==> src/rtl/ddr_app_pkg.sv <==
// Shared types for the DDR app-interface read/write arbiter.
// Latency: n/a (types and constants only).
// Backpressure: n/a.
package ddr_app_pkg;

    typedef enum logic [1:0] {
        IDLE = 2'd0,
        RD   = 2'd1,
        WR   = 2'd2,
        TURN = 2'd3
    } arb_state_t;

    localparam logic [2:0] CMD_WR = 3'b000;
    localparam logic [2:0] CMD_RD = 3'b001;

endpackage

==> src/rtl/ddr_wdf_beat_ctrl.sv <==
// Write-data beat engine: tracks beats owed to the controller and streams them from the wdata FWFT head.
// Latency: combinational from FIFO head to app_wdf_*; credit/beat counters update on the next edge.
// Backpressure: a beat is held on app_wdf_* until app_wdf_rdy; no beat is offered while nothing is owed.
module ddr_wdf_beat_ctrl
    import ddr_app_pkg::*;
#(
    parameter int DATA_W     = 256,
    parameter int BEATS      = 2,
    parameter int CREDIT_MAX = 8,
    localparam int CW        = $clog2(CREDIT_MAX + 1)
) (
    input  logic              clk,
    input  logic              rst,
    input  logic              issue,
    input  logic [DATA_W-1:0] wdata_fifo_dout,
    input  logic              wdata_fifo_empty,
    input  logic              app_wdf_rdy,
    output logic              wdata_fifo_rd_en,
    output logic              app_wdf_wren,
    output logic              app_wdf_end,
    output logic [DATA_W-1:0] app_wdf_data,
    output logic [CW-1:0]     credit,
    output logic [CW-1:0]     credit_nxt
);

    localparam int BCW = (BEATS > 1) ? $clog2(BEATS) : 1;
    localparam logic [BCW-1:0] BEAT_LAST = BCW'(BEATS - 1);

    logic [BCW-1:0] beat_cnt;
    logic           beat;

    assign app_wdf_wren     = (credit != '0) && !wdata_fifo_empty;
    assign app_wdf_data     = wdata_fifo_dout;
    assign beat             = app_wdf_wren && app_wdf_rdy;
    assign wdata_fifo_rd_en = beat;
    assign app_wdf_end      = app_wdf_wren && (beat_cnt == BEAT_LAST);

    // Beats owed after this cycle: a new command adds a burst, an accepted beat retires one.
    always_comb begin
        credit_nxt = credit;
        if (issue) begin
            credit_nxt = credit_nxt + CW'(BEATS);
        end
        if (beat) begin
            credit_nxt = credit_nxt - CW'(1);
        end
    end

    // Credit and position-in-burst registers; reset abandons any partial burst.
    always_ff @(posedge clk or posedge rst) begin
        if (rst) begin
            credit   <= '0;
            beat_cnt <= '0;
        end else begin
            credit <= credit_nxt;
            if (beat) begin
                beat_cnt <= (beat_cnt == BEAT_LAST) ? '0 : beat_cnt + 1'b1;
            end
        end
    end

endmodule

==> src/rtl/ddr_app_rw_arb.sv <==
// Read/write arbiter between user FWFT FIFOs and a MIG-style app interface, with hysteresis and grant limit.
// Latency: one cycle IDLE->RD/WR, TURN_CYC dead cycles on a direction change, then one command per cycle.
// Backpressure: command held stable until app_rdy; reads stall on rdata_fifo_afull; writes stall on credit.
module ddr_app_rw_arb
    import ddr_app_pkg::*;
#(
    parameter int DATA_W     = 256,
    parameter int ADDR_W     = 29,
    parameter int BEATS      = 2,
    parameter int DEPTH_W    = 9,
    parameter int SWH        = 384,
    parameter int SWL        = 128,
    parameter int TURN_CYC   = 3,
    parameter int MAX_GRANT  = 64,
    parameter int CREDIT_MAX = 8
) (
    input  logic                clk,
    input  logic                rst,
    input  logic [ADDR_W-1:0]   raddr_fifo_dout,
    input  logic                raddr_fifo_empty,
    output logic                raddr_fifo_rd_en,
    input  logic                rdata_fifo_afull,
    output logic [DATA_W-1:0]   rdata_fifo_din,
    output logic                rdata_fifo_wr_en,
    input  logic [ADDR_W-1:0]   waddr_fifo_dout,
    input  logic                waddr_fifo_empty,
    output logic                waddr_fifo_rd_en,
    input  logic [DATA_W-1:0]   wdata_fifo_dout,
    input  logic                wdata_fifo_empty,
    output logic                wdata_fifo_rd_en,
    input  logic [DEPTH_W-1:0]  wdata_fifo_rdepth,
    input  logic                app_rdy,
    input  logic                app_wdf_rdy,
    input  logic                app_rd_data_valid,
    input  logic [DATA_W-1:0]   app_rd_data,
    output logic                app_en,
    output logic [2:0]          app_cmd,
    output logic [ADDR_W-1:0]   app_addr,
    output logic                app_wdf_wren,
    output logic                app_wdf_end,
    output logic [DATA_W-1:0]   app_wdf_data,
    output logic [DATA_W/8-1:0] app_wdf_mask
);

    localparam int CREDIT_W = $clog2(CREDIT_MAX + 1);
    localparam int GW       = $clog2(MAX_GRANT + 1);
    localparam int TW       = 4;

    localparam logic [DEPTH_W-1:0]  D_BEATS    = DEPTH_W'(BEATS);
    localparam logic [DEPTH_W-1:0]  D_SWH      = DEPTH_W'(SWH);
    localparam logic [DEPTH_W-1:0]  D_SWL      = DEPTH_W'(SWL);
    localparam logic [CREDIT_W-1:0] CREDIT_LIM = CREDIT_W'(CREDIT_MAX - BEATS);
    localparam logic [GW-1:0]       G_MAX      = GW'(MAX_GRANT);
    localparam logic [TW-1:0]       T_LAST     = TW'(TURN_CYC - 1);

    arb_state_t          state, state_nxt;
    arb_state_t          dir_tgt, dir_tgt_nxt;
    logic [GW-1:0]       grant_cnt;
    logic [TW-1:0]       turn_cnt;
    logic [CREDIT_W-1:0] credit, credit_nxt;

    logic wr_ok, rd_pend, grant_full, rd_stop, wr_stop, hold;

    // A write is worth issuing only when a full burst of data is already buffered.
    assign wr_ok      = !waddr_fifo_empty && (wdata_fifo_rdepth >= D_BEATS);
    assign rd_pend    = !raddr_fifo_empty;
    assign grant_full = (grant_cnt == G_MAX);
    // Once the grant is used up and the other side waits, stop issuing so the switch can happen.
    assign rd_stop    = wr_ok && grant_full;
    assign wr_stop    = rd_pend && ((wdata_fifo_rdepth <= D_SWL) || grant_full);
    assign hold       = app_en && !app_rdy;

    assign rdata_fifo_din   = app_rd_data;
    assign rdata_fifo_wr_en = app_rd_data_valid;
    assign app_wdf_mask     = '0;

    // Next-state and command-path decode; a command awaiting app_rdy pins the state.
    always_comb begin
        state_nxt        = state;
        dir_tgt_nxt      = dir_tgt;
        app_en           = 1'b0;
        app_cmd          = CMD_WR;
        app_addr         = '0;
        raddr_fifo_rd_en = 1'b0;
        waddr_fifo_rd_en = 1'b0;
        case (state)
            IDLE: begin
                if (wr_ok) begin
                    state_nxt = WR;
                end else if (rd_pend) begin
                    state_nxt = RD;
                end
            end
            RD: begin
                app_en           = rd_pend && !rdata_fifo_afull && !rd_stop;
                app_cmd          = CMD_RD;
                app_addr         = raddr_fifo_dout;
                raddr_fifo_rd_en = app_en && app_rdy;
                if (!hold) begin
                    if (!rd_pend && waddr_fifo_empty) begin
                        state_nxt = IDLE;
                    end else if (wr_ok && ((wdata_fifo_rdepth >= D_SWH) || !rd_pend || grant_full)) begin
                        state_nxt   = TURN;
                        dir_tgt_nxt = WR;
                    end
                end
            end
            WR: begin
                app_en           = wr_ok && (credit <= CREDIT_LIM) && !wr_stop;
                app_cmd          = CMD_WR;
                app_addr         = waddr_fifo_dout;
                waddr_fifo_rd_en = app_en && app_rdy;
                if (!hold) begin
                    if (!rd_pend && waddr_fifo_empty) begin
                        state_nxt = IDLE;
                    end else if ((credit_nxt == '0) && rd_pend &&
                                 ((wdata_fifo_rdepth <= D_SWL) || waddr_fifo_empty || grant_full)) begin
                        state_nxt   = TURN;
                        dir_tgt_nxt = RD;
                    end
                end
            end
            TURN: begin
                if (turn_cnt == T_LAST) begin
                    state_nxt = dir_tgt;
                end
            end
            default: state_nxt = IDLE;
        endcase
    end

    // State, turnaround timer and per-direction grant counter.
    always_ff @(posedge clk or posedge rst) begin
        if (rst) begin
            state     <= IDLE;
            dir_tgt   <= RD;
            grant_cnt <= '0;
            turn_cnt  <= '0;
        end else begin
            state   <= state_nxt;
            dir_tgt <= dir_tgt_nxt;
            if (state_nxt != state) begin
                grant_cnt <= '0;
            end else if (app_en && app_rdy && !grant_full) begin
                grant_cnt <= grant_cnt + 1'b1;
            end
            if (state != TURN) begin
                turn_cnt <= '0;
            end else begin
                turn_cnt <= turn_cnt + 1'b1;
            end
        end
    end

    ddr_wdf_beat_ctrl #(
        .DATA_W     (DATA_W),
        .BEATS      (BEATS),
        .CREDIT_MAX (CREDIT_MAX)
    ) u_wdf (
        .clk              (clk),
        .rst              (rst),
        .issue            (waddr_fifo_rd_en),
        .wdata_fifo_dout  (wdata_fifo_dout),
        .wdata_fifo_empty (wdata_fifo_empty),
        .app_wdf_rdy      (app_wdf_rdy),
        .wdata_fifo_rd_en (wdata_fifo_rd_en),
        .app_wdf_wren     (app_wdf_wren),
        .app_wdf_end      (app_wdf_end),
        .app_wdf_data     (app_wdf_data),
        .credit           (credit),
        .credit_nxt       (credit_nxt)
    );

endmodule

==> config.mk <==
export PLATFORM = sky130hd
export DESIGN_NAME = ddr_app_rw_arb
export DESIGN_NICKNAME = d
export VERILOG_FILES = /design/src/rtl/ddr_app_pkg.sv /design/src/rtl/ddr_wdf_beat_ctrl.sv /design/src/rtl/ddr_app_rw_arb.sv
export SDC_FILE = /design/constraint.sdc
export NUM_CORES = 1
export LEC_CHECK = 0
export BUFFER_PORTS_ARGS = -buffer_cell sky130_fd_sc_hd__clkbuf_2
export CAP_MARGIN = 20
export CORE_AREA = 10 10 451 453
export CTS_CLUSTER_SIZE = 28
export DETAILED_ROUTE_END_ITERATION = 10
export DIE_AREA = 0 0 461 463
export GPL_TIMING_DRIVEN = 1
export PLACE_DENSITY = 0.3
export SLEW_MARGIN = 20
export SYNTH_ARGS = -nofsm -noshare
export SYNTH_HDL_FRONTEND = slang
export SYNTH_SLANG_ARGS = --single-unit
export TNS_END_PERCENT = 30
==> constraint.sdc <==
create_clock -name clk -period 3.8 [get_ports clk]
set_input_delay 0.38 -clock clk [delete_from_list [all_inputs] [get_ports clk]]
set_output_delay 0.38 -clock clk [all_outputs]
set_load 0.1 [all_outputs]
==> metrics.txt <==
most frequent cells in the layout=101 x clkbuf_2, 34 x conb_1, 30 x a22oi_1; clock buffer depth=2; post-synthesis cell area=0.006201 mm2; drt pass-1 iters=4; GRT Resource Usage Total=11.69%; Synth Warn #=0; Worst Max-Slew Pin Slew=1.034 ns; run status=complete, no violations; share of the yosys chip area belonging to registers=8.091%; Rel. slew slack=31.05%; Slew Viols, Final=0; CTS tree=yes; RR Startpoint=state[0]; nature of the critical path endpoint=register; register share of total power=9.2%; crit-path max cell delay=0.45 ns; sw power=0.002610 W; met1 wire length=13550 um; global route total overflow=0; Hold Fails Final Rpt=0; Async SR Flop Fraction=100.0%; largest net degree at the start of global routing=35; EDFF count, synth=0; Critical Path RT=3.97 ns; Final Setup Violations=0; fill count=23199; Post-CTS Hold Buffers=0; total CTS buffers=3; reg2reg end=grant_cnt[5]; row count=162; max cap viols=0; Bufs and invs on worst path=2; CTS Sinks=20; I/O Pins=1171; GP Congestion=0.7876; Initial Util=3.193%; Logic pwr share=84.2%; Cells after DPL=2932; most common cell after layout, fill and taps aside=clkbuf_2; FMAX=0.2981 GHz; Setup CP Type=register to register; nets=993; H-Tree Depth=1; Worst setup SP type=register; setup tns final=0 ns; slowest CP cell=dfrtp_1; post-DR vias/cell=1.231; DRT Wirelength=131800 um; post-route cell area=0.006136 mm2; clock share of power=6.6%; Period minus WS final=3.354 ns; Die Footprint=0.2134 mm2; Reg clk slew, reported paths=0.06 ns; vias in the first global route=3671; switching part of the total=71.27%; Syn Area/Cell=7.771 um2; Synth cell types=61; Power Density=596.7 mW/mm2; met2 WL=57410 um; core area=0.1942 mm2; placed cell areas=0.006016 mm2; crit-path cells=inv_1 -> ha_2 -> inv_1 -> a311oi_2 -> and3_1 -> a21oi_1 -> nor2_1 -> ha_1 -> nand4bb_1 -> or2_2 -> a211oi_1 -> nor2_1 -> nand3_2 -> nand4b_1 -> nand3_2 -> nor3_1; Port Buffers=110; Top Family by Delay on Critical Path=simple AND/OR/NAND/NOR gates; worst r2r path cells=16; Cell Count, Final, Fillers Out=2946; final worst slack=0.4455 ns; Synth Register Bits=20; Internal=0.001052 W; first-pass GRT wire length=140300 um; unrepaired setup endpoints after global routing=no; Die W=461 um; initial antenna violation count=33; Final period util=88.28%; DR top layer=met5; Die Y=463 um; vias post-DR=3626; clk_lat worst skew=0.26 ns; antenna-violating nets left=0; R2R Setup Slk=0.45 ns; metal3 WL=53510 um; WL/cell=44.72 um; DRT iter0 DRCs=152; Clock Skew=0.003982 ns; leak pwr=1.511 nW; share of cells above drive strength 1=40.61%; Hold Path Class=input port to async pin; CP max FO=6; CP arrival=3.52 ns; DPL Wire Length=128000 um; DR DRC count=0; VDD IR-drop max=0.4478 mV; Main synth FF type=dfrtp_1; Syn Inst Count=798; root buf cell=clkbuf_16; Total Power=0.003662 W; area grow syn2layout=-1.049%; Post-Place Setup Slack=0.3667 ns
[per-stage QoR]
stage / util [%] / hold slack [ns]
finish: 3.160 / 0.2764
detailed placement: 3.098 / 0.4951
CTS: 3.144 / 0.3306
global placement: 3.098 / 0.4902
floorplan: - / 0.3431
global route: 3.151 / 0.3695
[repair_timing]
action | in CTS | in global routing
buffers inserted | 0 | 0
resized for setup | 0 | 1
setup endpoints to repair | 0 | 1
[synth_stat cells, types with 5 or more instances]
library cell	number	share of area, %
nor2_1	15	0.91
buf_4	547	66
dfrtp_1	19	7.7
xor2_1	5	0.71
nand2_1	21	1.3
clkbuf_1	10	0.61
nor3_1	8	0.65
inv_1	16	0.97
ha_1	10	2.0
a22oi_1	30	3.6
nor2b_1	30	3.0
a21oi_1	8	0.65
nand3_1	8	0.65
o21ai_0	6	0.48
xnor2_1	6	0.85
[power by group through the flow]
stage / Clock [W] / Combinational (W) / Sequential (W)
floorplan: 0 / 0.00476 / 0.000306
global placement: 0 / 0.00319 / 0.000336
CTS: 0.000250 / 0.00318 / 0.000332
global route: 0.000256 / 0.00326 / 0.000345
finish: 0.000242 / 0.00308 / 0.000336
detailed placement: 0 / 0.00317 / 0.000336
[state kept, by name, indices dropped and copies added (netlist names)]
name / count
u_wdf.beat_cnt: 1
turn_cnt: 4
state: 2
grant_cnt: 7
u_wdf.credit: 4
dir_tgt: 2
[logic make-up (layout without fill, tap and decap cells)]
logic type / Yosys count / count (layout) / share of synthesized area [%]
buffers and inverters: 576 / 139 / 68.12
AND/OR/NAND/NOR: 111 / 111 / 10.35
AO/OA/AOI/OAI: 67 / 67 / 9.464
flip-flops: 20 / 20 / 8.091
XOR/XNOR: 11 / 11 / 1.554
adder cells (fa/ha/maj): 10 / 10 / 2.018
multiplexers: 2 / 2 / 0.3430
other: 1 / 44 / 0.06047
[worst max path at each step]
stage	from	to	slack (ns)	depth (start not counted)
6_report	state[0]	grant_cnt[5]	0.45	16
5_1_grt	state[0]	grant_cnt[5]	0.11	16
4_1_cts	state[0]	grant_cnt[5]	0.36	16
3_5_place_dp	state[0]	grant_cnt[5]	0.37	16
3_3_place_gp	state[0]	grant_cnt[3]	0.40	16
2_1_floorplan	state[1]	app_addr[4]	-0.04	7
[layer usage]
metal,vias up,track usage [%]
li1,1163,-
met1,1264,3.422
met2,911,18.30
met3,266,22.29
met4,22,5.180
met5,-,0.3619
[cell type report]
| class | instances | area, um2 | share of cell area [%] |
|---|---|---|---|
| Sequential cell | 20 | 501.7 | 8.177 |
| Inverter | 17 | 63.81 | 1.040 |
| Tap cell | 2542 | 3181 | 51.84 |
| Timing Repair Buffer | 118 | 645.6 | 10.52 |
| Clock buffer | 4 | 88.84 | 1.448 |
| Antenna cell | 10 | 25.02 | 0.4078 |
| Multi-Input combinational cell | 235 | 1630 | 26.57 |
Power figures use the tool's default switching activity.
